--- config.mk ---
export PLATFORM = sky130hd
export DESIGN_NAME = dag_addr_sched
export DESIGN_NICKNAME = d
export VERILOG_FILES = /design/src/rtl/dag_addr_sched.sv
export SDC_FILE = /design/constraint.sdc
export NUM_CORES = 1
export LEC_CHECK = 0
export ABC_AREA = 1
export BUFFER_PORTS_ARGS = -buffer_cell sky130_fd_sc_hd__buf_4
export CELL_PAD_IN_SITES_DETAIL_PLACEMENT = 1
export CELL_PAD_IN_SITES_GLOBAL_PLACEMENT = 1
export CORE_ASPECT_RATIO = 0.6
export CORE_MARGIN = 2
export CORE_UTILIZATION = 29
export DETAILED_ROUTE_END_ITERATION = 7
export MAX_ROUTING_LAYER = met4
export PLACE_DENSITY_LB_ADDON = 0.25
export SKIP_CTS_REPAIR_TIMING = 1
export SLEW_MARGIN = 20
export SYNTH_ARGS = -nofsm -noshare
export SYNTH_HDL_FRONTEND = slang
export SYNTH_SLANG_ARGS = --single-unit
export TNS_END_PERCENT = 10
--- constraint.sdc ---
create_clock -name clk -period 5.42 [get_ports clk]
set_input_delay 0.542 -clock clk [delete_from_list [all_inputs] [get_ports clk]]
set_output_delay 0.542 -clock clk [all_outputs]
set_load 0.02 [all_outputs]
--- src/rtl/dag_addr_sched.sv ---
// dag_addr_sched
//   Shares the DAG's single 15-bit carry-lookahead adder between two
//   address requesters, A and B. Each request is a circular-buffer
//   post-modify: new offset = (offset + modifier) mod length, computed in
//   one or two adder passes.
//
// Optional feature macro: DAG_BITREV_EN
//   When defined, adds brev_a/brev_b. A granted request with brev=1 is a
//   single-pass reverse-carry add (FFT addressing), len is ignored, and
//   res_wrap is 0.
//
// Ports
//   clk, rst           system clock, synchronous active-high reset
//   req_x              level request, held until ack_x (x = a, b)
//   off_x              current offset within the buffer (unsigned)
//   mod_x              modifier, two's complement
//   len_x              buffer length, 0 = linear (no wrap)
//   brev_x             bit-reversed addressing (DAG_BITREV_EN only)
//   ack_x              one-cycle pulse, res valid for requester x
//   res                resulting offset, holds last value outside ack
//   res_wrap           result came from the second pass (wrap occurred)
//   busy               sequencer not idle
//
// Sub-module cla15: 15-bit carry-lookahead adder, 4-bit groups.

module cla15 (
    input  logic [14:0] a,
    input  logic [14:0] b,
    input  logic        cin,
    output logic [14:0] sum
);
    logic [13:0] g;
    logic [14:0] p;
    logic [14:0] c;
    logic [2:0]  gg;
    logic [2:0]  gp;
    logic [3:0]  gc;

    // The top bit's generate would only feed the carry-out, which nobody needs.
    assign g = a[13:0] & b[13:0];
    assign p = a ^ b;

    always_comb begin
        gg = '0;
        gp = '0;
        gc = '0;
        c  = '0;
        for (int k = 0; k < 3; k++) begin
            gp[k] = 1'b1;
            for (int j = 0; j < 4; j++) begin
                gg[k] = g[4*k+j] | (p[4*k+j] & gg[k]);
                gp[k] = gp[k] & p[4*k+j];
            end
        end
        gc[0] = cin;
        for (int k = 0; k < 3; k++) begin
            gc[k+1] = gg[k] | (gp[k] & gc[k]);
        end
        c[0] = gc[0];
        for (int i = 1; i < 15; i++) begin
            if ((i % 4) == 0) begin
                c[i] = gc[i/4];
            end else begin
                c[i] = g[i-1] | (p[i-1] & c[i-1]);
            end
        end
    end

    assign sum = p ^ c;
endmodule

// State table
//   state | meaning
//   IDLE  | waiting for a request; grants and latches operands
//   P1    | adder pass 1: s = off + mod
//   P2    | adder pass 2: s - len (mod >= 0) or s + len (mod < 0)
//   DONE  | result registered, owner's ack high, pointer updated
module dag_addr_sched #(
    parameter int AW        = 15,
    parameter bit FIXED_PRI = 1'b0
) (
    input  logic          clk,
    input  logic          rst,
    input  logic          req_a,
    input  logic [AW-1:0] off_a,
    input  logic [AW-1:0] mod_a,
    input  logic [AW-1:0] len_a,
    input  logic          req_b,
    input  logic [AW-1:0] off_b,
    input  logic [AW-1:0] mod_b,
    input  logic [AW-1:0] len_b,
`ifdef DAG_BITREV_EN
    input  logic          brev_a,
    input  logic          brev_b,
`endif
    output logic          ack_a,
    output logic          ack_b,
    output logic [AW-1:0] res,
    output logic          res_wrap,
    output logic          busy
);
    typedef enum logic [1:0] {IDLE, P1, P2, DONE} state_t;

    state_t        state;
    logic          owner_b;
    logic          last_b;
    logic          grant_b;
    logic [AW-1:0] off_r;
    logic [AW-1:0] mod_r;
    logic [AW-1:0] len_r;
    logic [AW-1:0] s_r;
    logic [AW-1:0] add_a;
    logic [AW-1:0] add_b;
    logic [AW-1:0] add_sum;
    logic          add_cin;
    logic          fin;
    logic          fin_wrap;
    logic [AW-1:0] fin_res;

`ifdef DAG_BITREV_EN
    logic brev_r;

    function automatic logic [13:0] rev14(input logic [13:0] v);
        logic [13:0] r;
        for (int i = 0; i < 14; i++) begin
            r[i] = v[13-i];
        end
        return r;
    endfunction
`endif

    // last_b = 1 means B was served last, so A wins the next tie.
    assign grant_b = req_b & (~req_a | (~FIXED_PRI & ~last_b));

    // Outside P1 the mux sits on the pass-2 selection, so the adder inputs
    // only move when s_r/len_r/mod_r move.
    always_comb begin
        add_a   = s_r;
        add_b   = mod_r[AW-1] ? len_r : ~len_r;
        add_cin = ~mod_r[AW-1];
        if (state == P1) begin
            add_a   = off_r;
            add_b   = mod_r;
            add_cin = 1'b0;
`ifdef DAG_BITREV_EN
            if (brev_r) begin
                add_a = {1'b0, rev14(off_r[13:0])};
                add_b = {1'b0, rev14(mod_r[13:0])};
            end
`endif
        end
    end

    cla15 u_cla (
        .a   (add_a),
        .b   (add_b),
        .cin (add_cin),
        .sum (add_sum)
    );

    // fin: the current pass produces the final result.
    always_comb begin
        fin      = 1'b0;
        fin_res  = add_sum;
        fin_wrap = 1'b0;
        case (state)
            P1: begin
                // A negative modifier that stays non-negative needs no correction.
                if ((len_r == '0) || (mod_r[AW-1] && !add_sum[AW-1])) begin
                    fin = 1'b1;
                end
`ifdef DAG_BITREV_EN
                if (brev_r) begin
                    fin     = 1'b1;
                    fin_res = {1'b0, rev14(add_sum[13:0])};
                end
`endif
            end
            P2: begin
                fin = 1'b1;
                // Forward case: s - len negative means no wrap, keep s.
                if (!mod_r[AW-1] && add_sum[AW-1]) begin
                    fin_res = s_r;
                end else begin
                    fin_wrap = 1'b1;
                end
            end
            default: ;
        endcase
    end

    always_ff @(posedge clk) begin
        if (rst) begin
            state    <= IDLE;
            owner_b  <= 1'b0;
            last_b   <= 1'b1;
            off_r    <= '0;
            mod_r    <= '0;
            len_r    <= '0;
            s_r      <= '0;
            ack_a    <= 1'b0;
            ack_b    <= 1'b0;
            res      <= '0;
            res_wrap <= 1'b0;
            busy     <= 1'b0;
`ifdef DAG_BITREV_EN
            brev_r   <= 1'b0;
`endif
        end else begin
            ack_a <= 1'b0;
            ack_b <= 1'b0;
            case (state)
                IDLE: begin
                    if (req_a || req_b) begin
                        state   <= P1;
                        busy    <= 1'b1;
                        owner_b <= grant_b;
                        off_r   <= grant_b ? off_b : off_a;
                        mod_r   <= grant_b ? mod_b : mod_a;
                        len_r   <= grant_b ? len_b : len_a;
`ifdef DAG_BITREV_EN
                        brev_r  <= grant_b ? brev_b : brev_a;
`endif
                    end
                end
                P1, P2: begin
                    s_r <= add_sum;
                    if (fin) begin
                        state    <= DONE;
                        res      <= fin_res;
                        res_wrap <= fin_wrap;
                        ack_a    <= ~owner_b;
                        ack_b    <= owner_b;
                    end else begin
                        state <= P2;
                    end
                end
                DONE: begin
                    state  <= IDLE;
                    busy   <= 1'b0;
                    last_b <= owner_b;
                end
                default: state <= IDLE;
            endcase
        end
    end
endmodule

==> results.md <==
* CTS Buffer Depth at 2
* Total negative slack at 0 ps
* Max incr delay on CP at 700 ps
* Critical Path Most Common Cell: nand2_1
* Std-Cell Rows at 35
* Total Power at 4110 uW
* Most common cell after layout, fill and taps aside: nand2_1
* Power density over the cells at 689 nW/um^2
* Drc violations at 0
* Ant diodes at 0
* Post-synth cell types at 33
* Worst setup margin at 598 ps
* Largest net degree at the start of global routing at 92
* Synthesized Nets at 796
* H-tree lvl count at 3
* Final Cycle Share at 0.890
* Crit start category: flip-flop
* Share of the synthesized area in the top cell type at 0.355
* Pleak at 0.00284 uW
* Worst-skew pair later-pin latency at 330 ps
* Starting density of the core at 0.301
* Seq/Total Area, Yosys at 0.355
* Initial drt markers at 191
* Crit-path slowest cell: ha_1
* Most frequent cells in the layout: nand2_1 (183), buf_4 (115), dfxtp_1 (83), o21ai_0 (76), nor2_1 (60)
* GRT overflow at 0
* Detailed placement HPWL at 12.0 mm
* Area post-placement at 5640 um^2
* CP Max Fanout at 25
* Avg Synthesized Cell Area at 6.95 um^2
* Worst endpoint required time at 5690 ps
* Number of global-route vias before repair at 4777
* R2r worst-path depth at 25
* Wirelength, routed at 15.3 mm
* Post-Syn Area at 4690 um^2
* Worst VDD drop at 0.000225 V
* Hold Crit Start: res_wrap$_SDFFE_PP0P_
* FF+latch count, synth at 83
* Crit path arrival time at 5090 ps
* TritonCTS Buffers at 9
* R2R Setup Slk at 600 ps
* Share of layout cells above drive strength 1 at 0.192
* Global-route wire length before repair at 25.0 mm
* Pre-CTS setup slack at 625 ps
* # setup viols final at 0
* RR Startpoint: state[1]$_SDFFE_PP0P_
* Synth-to-layout area growth at 27.4%
* Cell count after synthesis at 674
* WL per Instance at 15.8 um
* Area leader, netlist: dfxtp_1
* RSZ-0062 raised after global routing: false
* Fin crit period at 4820 ps
* Max-cap violations at 0
* Vias at 4649
* # IOs at 113
* Drt pass-1 iters at 4
* Layout Cell Area excl Fill at 5970 um^2
* Nets at 882
* Status: complete, no violations
* Worst slew margin at 0.382
* Worst hold stages at 2
* Vias/cell at 4.81
* Die height at 102 um
* Area contributors post-synth: dfxtp_1 (35%), nand2_1 (15%), o21ai_0 (8.1%)
* Hold Path Class: flip-flop to flip-flop
* Max frequency at 207 MHz
* Max Transition Viols Final at 0
* GRT Total Usage at 0.191
* Die width at 168 um
* Least-Margin Pin Slew at 927 ps
* Initial antenna violation count at 0
* Worst r2r dst: ack_a$_SDFF_PP0_
* Critical path endpoint category: flip-flop
* IO buf count at 112
* Synth warnings at 0
* Final antenna-violating net count at 0
* Hold EP: res_wrap$_SDFFE_PP0P_
* Post-layout util at 0.383
* Final Hold Fails at 0
* Die area at 17200 um^2
* CTS tree: yes
* # clock sinks at 83
* Final Wtd Congestion at 0.866
* Final Skew at 5.47 ps
* Worst setup path class: flip-flop to flip-flop
* Area of the core at 15600 um^2
* CTS clk-pin slew, worst paths at 60 ps
* CTS root buffer: clkbuf_16
layout make-up:
type                    instances  area, um^2
clock buffers                  10         229
clock inverters                 5        78.8
fillers                      1979        9620
inverters                      61         230
multi-input cells             489        2630
flip-flops and latches         83        1660
well taps                     203         254
repair buffers                116         891
cell usage after synthesis (all sizes together):
cell type    n
a211oi       1
o21a         3
nor2        62
a31oi       45
clkinv       1
nor3         3
o22ai        1
buf         10
ha          17
or2          1
nand4        3
nand2      188
nor4         1
mux2i        2
nand3b       2
o21ai       89
nand3       12
xor2        13
xnor2        2
a21oi       33
clkbuf      31
dfxtp       83
fa          11
inv         60
cells by family after synthesis:
logic type | count (synthesis) | synth area share
AND/OR/NAND/NOR | 272 | 0.234
AO/OA/AOI/OAI | 172 | 0.198
buffers and inverters | 102 | 0.0889
flip-flops | 83 | 0.355
adder cells (fa/ha/maj) | 28 | 0.0924
XOR/XNOR | 15 | 0.0280
multiplexers | 2 | 0.00427
registers in the layout (all words and copies together) (netlist names):
name / flops
mod_r: 15
ack_a: 1
owner_b: 1
busy: 1
res_wrap: 1
state: 2
res: 15
last_b: 1
ack_b: 1
off_r: 15
len_r: 15
s_r: 15
worst max-delay path, delay by kind of cell, from the launching register on:
kind / cells / cell delay (ps)
compound gates: 4 / 500
fa+ha+maj: 4 / 1920
flops: 1 / 330
buf+inv: 4 / 590
simple gates: 13 / 1400
layer usage:
| layer | global-route usage | part of all wire |
|---|---|---|
| met2 | 0.274 | 0.40 |
| met4 | 0.0338 | 0.0067 |
| met3 | 0.0372 | 0.047 |
| met1 | 0.278 | 0.55 |
| met5 | - | 0 |
metrics by stage:
step,hold slack [ps],std cells
2_1_floorplan,423,674
3_3_place_gp,450,951
3_5_place_dp,461,951
4_1_cts,462,966
5_1_grt,466,967
6_report,469,967
worst max-delay path by stage:
stage | slack [ps] | from | endpoint
CTS | 580 | state[1]$_SDFFE_PP0P_ | ack_a$_SDFF_PP0_
floorplan | 1180 | state[1]$_SDFFE_PP0P_ | res[0]$_SDFFE_PP0P_
global route | 5 | state[1]$_SDFFE_PP0P_ | res[10]$_SDFFE_PP0P_
finish | 600 | state[1]$_SDFFE_PP0P_ | ack_a$_SDFF_PP0_
global placement | 840 | state[1]$_SDFFE_PP0P_ | ack_a$_SDFF_PP0_
detailed placement | 630 | state[1]$_SDFFE_PP0P_ | ack_a$_SDFF_PP0_
power by group:
group	leakage (uW)	internal (uW)	total (uW)	switching, uW
sequential	0.000685	834	1020	186
clock	0.000152	400	641	241
combinational	0.00200	905	2450	1550
total	0.00284	2140	4110	1970
Note: power is estimated with default switching activity, not from simulation.
